`src/rtl/div_dispatch.sv`:
```
// ---------------------------------------------------------------------------
// div_dispatch
//
// Scheduler for an iterative signed divider. It buffers signed
// dividend/divisor pairs in a small FIFO and launches one division at a time
// on the divider's start/complete interface. Each quotient is captured and
// presented on a result port together with two status flags. Divide-by-zero
// and the most-negative / -1 overflow case are answered directly and never
// reach the divider.
//
// Handshake semantics (input and result ports alike): a transfer happens on a
// rising clock edge where valid and ready are both 1. Once this block raises
// out_valid, the valid bit and the quotient and flags stay unchanged until the
// transfer. in_ready does not depend on in_valid.
//
// Optional build macro: DIV_DISPATCH_STATS_EN adds the stat_ops / stat_dbz
// handshake counters. The default build leaves the macro undefined.
//
// Ports:
//   clock         rising-edge clock
//   reset         synchronous, active-low reset
//   in_valid      operand pair offered
//   in_ready      FIFO has room (0 while in reset)
//   in_dividend   signed dividend
//   in_divisor    signed divisor
//   out_valid     result held
//   out_ready     consumer accepts the result
//   out_quotient  signed quotient
//   out_dbz       divisor was zero
//   out_ovf       dividend was the minimum value and divisor was -1
//   div_start     one-cycle launch pulse to the divider
//   div_dividend  dividend operand to the divider
//   div_divisor   divisor operand to the divider
//   div_quotient  divider result
//   div_complete  divider idle / finished
//   stat_ops      (DIV_DISPATCH_STATS_EN) result handshakes, saturating
//   stat_dbz      (DIV_DISPATCH_STATS_EN) divide-by-zero handshakes, saturating
//   dbg_state     current FSM state, for observation only
// ---------------------------------------------------------------------------
module div_dispatch #(
  parameter int DATA_WIDTH = 32,
  parameter int FIFO_DEPTH = 4
) (
  input  logic                  clock,
  input  logic                  reset,
  input  logic                  in_valid,
  output logic                  in_ready,
  input  logic [DATA_WIDTH-1:0] in_dividend,
  input  logic [DATA_WIDTH-1:0] in_divisor,
  output logic                  out_valid,
  input  logic                  out_ready,
  output logic [DATA_WIDTH-1:0] out_quotient,
  output logic                  out_dbz,
  output logic                  out_ovf,
  output logic                  div_start,
  output logic [DATA_WIDTH-1:0] div_dividend,
  output logic [DATA_WIDTH-1:0] div_divisor,
  input  logic [DATA_WIDTH-1:0] div_quotient,
  input  logic                  div_complete,
`ifdef DIV_DISPATCH_STATS_EN
  output logic [31:0]           stat_ops,
  output logic [15:0]           stat_dbz,
`endif
  output logic [1:0]            dbg_state
);

  localparam int PTR_W = $clog2(FIFO_DEPTH);
  localparam int CNT_W = PTR_W + 1;
  localparam logic [CNT_W-1:0] CNT_FULL = CNT_W'(FIFO_DEPTH);
  localparam logic [DATA_WIDTH-1:0] MIN_VAL = {1'b1, {(DATA_WIDTH-1){1'b0}}};

  typedef enum logic [1:0] {
    S_IDLE   = 2'd0,
    S_LAUNCH = 2'd1,
    S_WAIT   = 2'd2,
    S_RESULT = 2'd3
  } state_t;

  // -------------------------------------------------------------------------
  // Operand FIFO
  // -------------------------------------------------------------------------
  logic [DATA_WIDTH-1:0] fifo_dvd_q [FIFO_DEPTH];
  logic [DATA_WIDTH-1:0] fifo_dvs_q [FIFO_DEPTH];
  logic [PTR_W-1:0]      wr_ptr_q;
  logic [PTR_W-1:0]      rd_ptr_q;
  logic [CNT_W-1:0]      count_q;
  logic [CNT_W-1:0]      count_d;
  // Holds in_ready low from the reset edge until the first edge after
  // reset is released.
  logic                  rst_done_q;

  state_t                state_q;
  logic                  out_valid_q;

  logic                  fifo_full;
  logic                  fifo_empty;
  logic                  push;
  logic                  pop;
  logic [DATA_WIDTH-1:0] head_dvd;
  logic [DATA_WIDTH-1:0] head_dvs;
  logic                  head_dbz;
  logic                  head_ovf;

  assign fifo_full  = (count_q == CNT_FULL);
  assign fifo_empty = (count_q == '0);
  assign in_ready   = rst_done_q && !fifo_full;
  assign push       = in_valid && in_ready;
  // Pop only from IDLE with no result pending. The count register was
  // updated at the previous edge, so a push in this cycle is not yet
  // visible here (no fall-through).
  assign pop        = (state_q == S_IDLE) && !fifo_empty && !out_valid_q;

  assign head_dvd = fifo_dvd_q[rd_ptr_q];
  assign head_dvs = fifo_dvs_q[rd_ptr_q];
  assign head_dbz = (head_dvs == '0);
  assign head_ovf = (head_dvd == MIN_VAL) && (head_dvs == '1);

  always_comb begin
    count_d = count_q;
    case ({push, pop})
      2'b10:   count_d = count_q + CNT_W'(1);
      2'b01:   count_d = count_q - CNT_W'(1);
      default: count_d = count_q;
    endcase
  end

  // Storage needs no reset: pointers and count decide what is live.
  always_ff @(posedge clock) begin
    if (push) begin
      fifo_dvd_q[wr_ptr_q] <= in_dividend;
      fifo_dvs_q[wr_ptr_q] <= in_divisor;
    end
  end

  // Power-of-two depth, so the pointers wrap naturally.
  always_ff @(posedge clock) begin
    if (!reset) begin
      wr_ptr_q   <= '0;
      rd_ptr_q   <= '0;
      count_q    <= '0;
      rst_done_q <= 1'b0;
    end else begin
      rst_done_q <= 1'b1;
      count_q    <= count_d;
      if (push) wr_ptr_q <= wr_ptr_q + PTR_W'(1);
      if (pop)  rd_ptr_q <= rd_ptr_q + PTR_W'(1);
    end
  end

  // -------------------------------------------------------------------------
  // Dispatch FSM with registered outputs
  // -------------------------------------------------------------------------
  logic [DATA_WIDTH-1:0] opa_q;
  logic [DATA_WIDTH-1:0] opb_q;
  logic                  div_start_q;
  logic [DATA_WIDTH-1:0] quot_q;
  logic                  dbz_q;
  logic                  ovf_q;

  always_ff @(posedge clock) begin
    if (!reset) begin
      state_q     <= S_IDLE;
      opa_q       <= '0;
      opb_q       <= '0;
      div_start_q <= 1'b0;
      quot_q      <= '0;
      dbz_q       <= 1'b0;
      ovf_q       <= 1'b0;
      out_valid_q <= 1'b0;
    end else begin
      div_start_q <= 1'b0;
      case (state_q)
        S_IDLE: begin
          if (pop) begin
            // The operand registers feed the divider directly. They change
            // only here, so they stay stable until the result is captured.
            opa_q <= head_dvd;
            opb_q <= head_dvs;
            if (head_dbz) begin
              quot_q      <= '0;
              dbz_q       <= 1'b1;
              ovf_q       <= 1'b0;
              out_valid_q <= 1'b1;
              state_q     <= S_RESULT;
            end else if (head_ovf) begin
              // The true quotient 2^(N-1) is not representable; the
              // dividend is returned as the wrapped result.
              quot_q      <= head_dvd;
              dbz_q       <= 1'b0;
              ovf_q       <= 1'b1;
              out_valid_q <= 1'b1;
              state_q     <= S_RESULT;
            end else begin
              // The start pulse is high for exactly the LAUNCH cycle.
              div_start_q <= 1'b1;
              state_q     <= S_LAUNCH;
            end
          end
        end
        S_LAUNCH: begin
          state_q <= S_WAIT;
        end
        S_WAIT: begin
          // The divider drops div_complete on the start edge, so a high
          // value here always means this launch has finished.
          if (div_complete) begin
            quot_q      <= div_quotient;
            dbz_q       <= 1'b0;
            ovf_q       <= 1'b0;
            out_valid_q <= 1'b1;
            state_q     <= S_RESULT;
          end
        end
        S_RESULT: begin
          if (out_ready) begin
            out_valid_q <= 1'b0;
            state_q     <= S_IDLE;
          end
        end
        default: state_q <= S_IDLE;
      endcase
    end
  end

  assign out_valid    = out_valid_q;
  assign out_quotient = quot_q;
  assign out_dbz      = dbz_q;
  assign out_ovf      = ovf_q;
  assign div_start    = div_start_q;
  assign div_dividend = opa_q;
  assign div_divisor  = opb_q;
  assign dbg_state    = state_q;

`ifdef DIV_DISPATCH_STATS_EN
  // -------------------------------------------------------------------------
  // Saturating handshake counters
  // -------------------------------------------------------------------------
  logic [31:0] stat_ops_q;
  logic [15:0] stat_dbz_q;

  always_ff @(posedge clock) begin
    if (!reset) begin
      stat_ops_q <= '0;
      stat_dbz_q <= '0;
    end else if (out_valid_q && out_ready) begin
      if (stat_ops_q != '1)          stat_ops_q <= stat_ops_q + 32'd1;
      if (dbz_q && stat_dbz_q != '1) stat_dbz_q <= stat_dbz_q + 16'd1;
    end
  end

  assign stat_ops = stat_ops_q;
  assign stat_dbz = stat_dbz_q;
`endif

endmodule

```
`config.mk`:
```
export PLATFORM = sky130hd
export DESIGN_NAME = div_dispatch
export DESIGN_NICKNAME = d
export VERILOG_FILES = /design/src/rtl/div_dispatch.sv
export SDC_FILE = /design/constraint.sdc
export NUM_CORES = 1
export LEC_CHECK = 0
export CELL_PAD_IN_SITES_DETAIL_PLACEMENT = 1
export CELL_PAD_IN_SITES_GLOBAL_PLACEMENT = 1
export CORE_MARGIN = 2
export CORE_UTILIZATION = 45
export CTS_CLUSTER_SIZE = 10
export DETAILED_ROUTE_END_ITERATION = 8
export MAX_ROUTING_LAYER = met4
export PLACE_DENSITY_LB_ADDON = 0.1
export SYNTH_ARGS = -nofsm -noshare
export SYNTH_HDL_FRONTEND = slang
export SYNTH_SLANG_ARGS = --single-unit
export TNS_END_PERCENT = 5
```
`constraint.sdc`:
```
create_clock -name clock -period 3.51 [get_ports clock]
set_input_delay 1.053 -clock clock [delete_from_list [all_inputs] [get_ports clock]]
set_output_delay 1.053 -clock clock [all_outputs]
set_load 0.01 [all_outputs]
```
# Word level (Yosys, flattened, before mapping)
# Memories as Yosys holds them, arrays and structs flattened. A register that Yosys moved wholly into a read port is not among the register bits.
# Cells that the tools add are included.
word_totals:
  register_bits: 110
  latch_bits: 0
  mem_bits_rw: 256
  mem_bits_ro: 0
  input_bits: 101
  out_inout_bits: 103
  elab_cells: 86
  n_memories: 2
classes:
  n_addsub: 4
  n_mul: 0
  div_mod_pow: 0
  n_lt_le_gt_ge: 0
  n_eq_ne: 12
  n_shift: 0
  n_mux: 34
  bitwise: 3
  n_reduce_logical: 19
mem_list:
  columns: ["name", "words", "word_bits", "read_ports", "rd_ports_with_merged_regs", "wr", "line", "rtl"]
  rows:
  - ["fifo_dvd_q", 4, 32, 1, 1, 1, "82", "logic [DATA_WIDTH-1:0] fifo_dvd_q [FIFO_DEPTH];"]
  - ["fifo_dvs_q", 4, 32, 1, 1, 1, "83", "logic [DATA_WIDTH-1:0] fifo_dvs_q [FIFO_DEPTH];"]
ops:
  columns: ["op", "n"]
  rows:
  - ["2-to-1 mux 32 bit", 4]
  - ["== test 32 bit, second input constant", 2]
  - ["one-hot mux 32 bit (2 select lines)", 1]
  - ["logical NOT 32 bit", 1]
  - ["2-to-1 mux 2 bit", 9]
  - ["2-to-1 mux 1 bit", 15]
  - ["one-hot mux 2 bit (4 select lines)", 1]
  - ["== test 2 bit, second input constant", 3]
  - ["!= test 2 bit, second input constant", 3]
  - ["one-hot mux 3 bit (2 select lines)", 1]
  - ["logical AND 1 bit", 5]
  - ["AND reduction 5 bit", 1]
  - ["adder 2 x 1 -> 2 bit, second input constant", 2]
  - ["== test 2 x 1 -> 1 bit, second input constant", 2]
  - ["one-hot mux 1 bit (2 select lines)", 2]
  - ["AND reduction 4 bit", 1]
  - ["nonzero test 2 bit", 2]
  - ["OR reduction 4 bit", 1]
  - ["adder 3 x 1 -> 3 bit, second input constant", 1]
  - ["== test 3 bit, second input constant", 1]
  - ["logical NOT 1 bit", 3]
  - ["logical NOT 3 bit", 1]
  - ["!= test 3 bit, second input constant", 1]
  - ["inverter 1 bit", 3]
  - ["other kinds (6)", 6]

# Logic depth before layout (Yosys ltp)
logic_depth:
  depth_word: 6
  ltp_mapped: 14
  mapped_depth_nobuf: 11

# Least setup slack after synthesis
# No wires, ideal clock.
synth_timing:
  path_type: "input-to-reg"
  start: "input port in_valid"
  end: "memory fifo_dvd_q[0][0] (enable)"
  setup_ns: 0.429
  arrival_time_ns: 2.598
  required_ns: 3.081
  path_slack_ns: 0.483
  cell_stages: 1
  n_path_buf: 0
  cell_sequence: "and3_1"
synth_between:
  elab_chain_cells: 3
synth_lines:
  columns: ["item", "line", "rtl"]
  rows:
  - ["start: declaration", "46", "input logic in_valid,"]
  - ["logical AND 1 bit", "107", "assign push = in_valid && in_ready;"]
  - ["2-to-1 mux 1 bit", "129", "if (push) begin"]
  - ["2-to-1 mux 1 bit (not written as such)", "130", "fifo_dvd_q[wr_ptr_q] <= in_dividend;"]
  - ["end: declaration", "82", null]
# No other way between the ends.

==> impl_metrics.yaml <==
outcome:
  status: "complete, no violations"
drt:
  post-route-drc-count: 0
  drtPass1Iterations: 5
  drt-total-wl_um: 39000
  vias: 9053
  drt-initial-drc-count: 575
  wl_per_cell_um: 23.6
  vias_per_cell: 5.47
  ant_nets: 0
floorplanning:
  pin_count: 204
  dieHeight_um: 183
  rows: 65
  core_area_mm2: 0.0316
  start_util_pct: 45.7
  chipWidth_um: 183
  design.die.area_mm2: 0.0336
layout:
  instances_no_fill: 1654
  stdcell_area_mm2: 0.0184
  layout_common_cells: "edfxtp_1 (256), clkdlybuf4s50_1 (202), nand2_1 (167), dfxtp_1 (110), a21oi_1 (101)"
  drive_gt1_share_pct: 12.3
  fin_util_pct: 58.2
  nNetsFinal: 1328
  syn_to_final_growth_pct: 27.4
  final_common_cell: "edfxtp_1"
placement:
  portBuffers: 203
  gp_congestion: 0.806
  dpl-instance-area_mm2: 0.0171
  hpwl_um: 27000
  dp.cells: 1574
sta:
  skew_ns: 0.0154
  setup_violations: 0
  finalHoldViolations: 0
  post-route-period-util_pct: 94.0
  tightestPinTransition_ns: 0.792
  slew_viol_final: 0
  layout_min_cycle_time_ns: 3.30
  relSlewSlack_pct: 47.2
  rsz0062_at_grt: "no"
  max_freq_ghz: 0.303
  fin_setup_tns_ns: 0
cts:
  cts_sinks: 368
  cts_tree: "done"
  clk_pin_slew_worst_paths_ns: 0.06
  cts_made_buffers: 43
  cts_buffer_depth: 3
  insertion_delay_ns: 0.56
  htreeDepth: 2
  clk_root_buffer_cell: "clkbuf_16"
min_path:
  min_path_type: "reg2reg"
  hold_end: "div_dividend[26]"
  whs_path_depth: 2
  min_from: "div_dividend[26]"
global_routing:
  grt-ovfl-total: 0
  grt_antenna_before_repair: 1
  grt_max_degree: 68
  use_met1_pct: 35.7
  grt-busiest-layer: "met2"
  globalRouteMet3Util_pct: 3.65
  use_met2_pct: 36.1
  grt_pass1_vias: 9561
  grt_use_total_pct: 24.5
  grt_pass1_wl_um: 59700
critical_path:
  required_ns: 3.98
  cp.arrival_ns: 3.77
  worst_path_max_delay_cell: "mux4_1"
  crit_fanout: 11
  crit_type: "reg2reg"
  r2r-end: "out_valid"
  cp-end-kind: "register"
  path_cells: "buf_4 > mux4_1 > or4_1 > nor4_2 > buf_4 > nand4_1 > a311oi_1 > mux2i_1"
  worstSetupStartpointType: "register"
  cp_slowest_stage_delay_ns: 0.61
  rrSetupSlack_ns: 0.21
  path_common_cell: "buf_4"
  reg2regPathDepth: 8
logic_synthesis:
  ys_seq_elements: 368
  syn_nets: 1108
  synth_edf_count: 256
  synthCells: 997
  ys_types: 45
  synth_area_leader_cell: "edfxtp_1"
  ys_seq_area_share_pct: 68.7
  postSynthAreaPerCell_um2: 14.5
  synth_warnings: 0
  synthFlopType: "edfxtp_1"
  netlist_area_mm2: 0.0145
  synth.top_cell.area_share_pct: 53.2
  synth_area_leaders: "edfxtp_1 (53%), dfxtp_1 (16%), mux4_2 (8.7%), nand2_1 (4.3%), a21oi_1 (3.5%)"
  async_reset_ff_share_pct: 0
power:
  ir_drop_v: 0.000554
  power_uw: 14300
  p_leak_uw: 0.00625
  power_density_mw_per_mm2: 776
job:
  max-cap-violations: 0
where the power goes:
part / leakage, uW / internal [uW] / switching (uW)
registers: 0.00324 / 5280 / 374
clock network: 0.000604 / 2330 / 1730
logic: 0.00241 / 2030 / 2550
total: 0.00625 / 9630 / 4650
kinds of logic (layout without fill, tap and decap cells):
| kind of cell | count (synthesis) | in the layout | share of synthesized area (%) |
|---|---|---|---|
| other | 0 | 2 | 0 |
| and+or+nand+nor | 293 | 293 | 9.78 |
| muxes | 97 | 97 | 12.5 |
| AOI/OAI and AO/OA | 145 | 145 | 5.27 |
| adders and majority gates | 10 | 10 | 0.917 |
| DFF | 368 | 368 | 68.7 |
| buffers and inverters | 79 | 332 | 2.60 |
| xor gates and xnor gates | 5 | 5 | 0.303 |
worst max-delay path: cells and delay by family, from the launching register on:
kind	cells	cell delay, ns
AO/OA/AOI/OAI	1	0.39
buffers and inverters	2	0.40
flip-flops	1	0.48
multiplexers	2	0.83
AND/OR/NAND/NOR	3	1.11
layout make-up:
type	count	area (um2)
diodes	2	5.00
clock buffers	74	1190
clock inverters	4	88.8
fillers	2956	13200
inverters	15	56.3
multi-input cells	550	4170
flip-flops and latches	368	9930
well taps	402	503
repair buffers	239	2470
state kept, by name, summed over array words and instances, names as in the netlist, named ones only:
register	count
count_q	3
dbg_state	2
div_dividend	32
div_divisor	32
div_start	1
fifo_dvd_q	128
fifo_dvs_q	128
out_dbz	1
out_ovf	1
out_quotient	32
out_valid	1
rd_ptr_q	2
rst_done_q	1
wr_ptr_q	2
how the worst max path moves through the flow:
stage | startpoint | endpoint | depth (start not counted)
4_1_cts | register | out_valid | 8
3_5_place_dp | register | out_valid | 8
3_3_place_gp | register | out_quotient[18] | 9
5_1_grt | register | out_valid | 8
6_report | register | out_valid | 8
2_1_floorplan | in_valid | fifo_dvd_q[0][0] | 1
synthesized netlist by cell type (all sizes together) (2+ instances only):
| library cell | instances |
|---|---|
| a21oi | 101 |
| and2 | 33 |
| and3 | 4 |
| and4 | 3 |
| buf | 25 |
| clkbuf | 39 |
| dfxtp | 112 |
| edfxtp | 256 |
| ha | 9 |
| inv | 15 |
| mux2i | 33 |
| mux4 | 64 |
| nand2 | 167 |
| nand2b | 32 |
| nand4 | 11 |
| nor2 | 13 |
| nor3 | 3 |
| nor4 | 13 |
| o21ai | 36 |
| o31a | 2 |
| or3 | 2 |
| or4 | 7 |
| xnor2 | 2 |
| xor2 | 3 |
per-layer routing:
metal	share of wire, %	wire length [um]
met3	5.3	2080
met1	47	18400
met2	45	17600
met4	2.4	939
met5	0	0
timing repair:
item                                    in CTS  in global routing
buffers inserted                             0                  0
hold buffers                                 0                  0
resized for setup                            0                  1
endpoints found under the setup margin       0                  1
stage by stage:
step / setup slack, ns / hold slack (ns)
3_5_place_dp: 0.164 / 0.451
4_1_cts: 0.125 / 0.458
3_3_place_gp: 0.223 / 0.443
6_report: 0.210 / 0.455
2_1_floorplan: 0.483 / 0.469
5_1_grt: 0.0721 / 0.480
(Power assumes the default switching activity.)
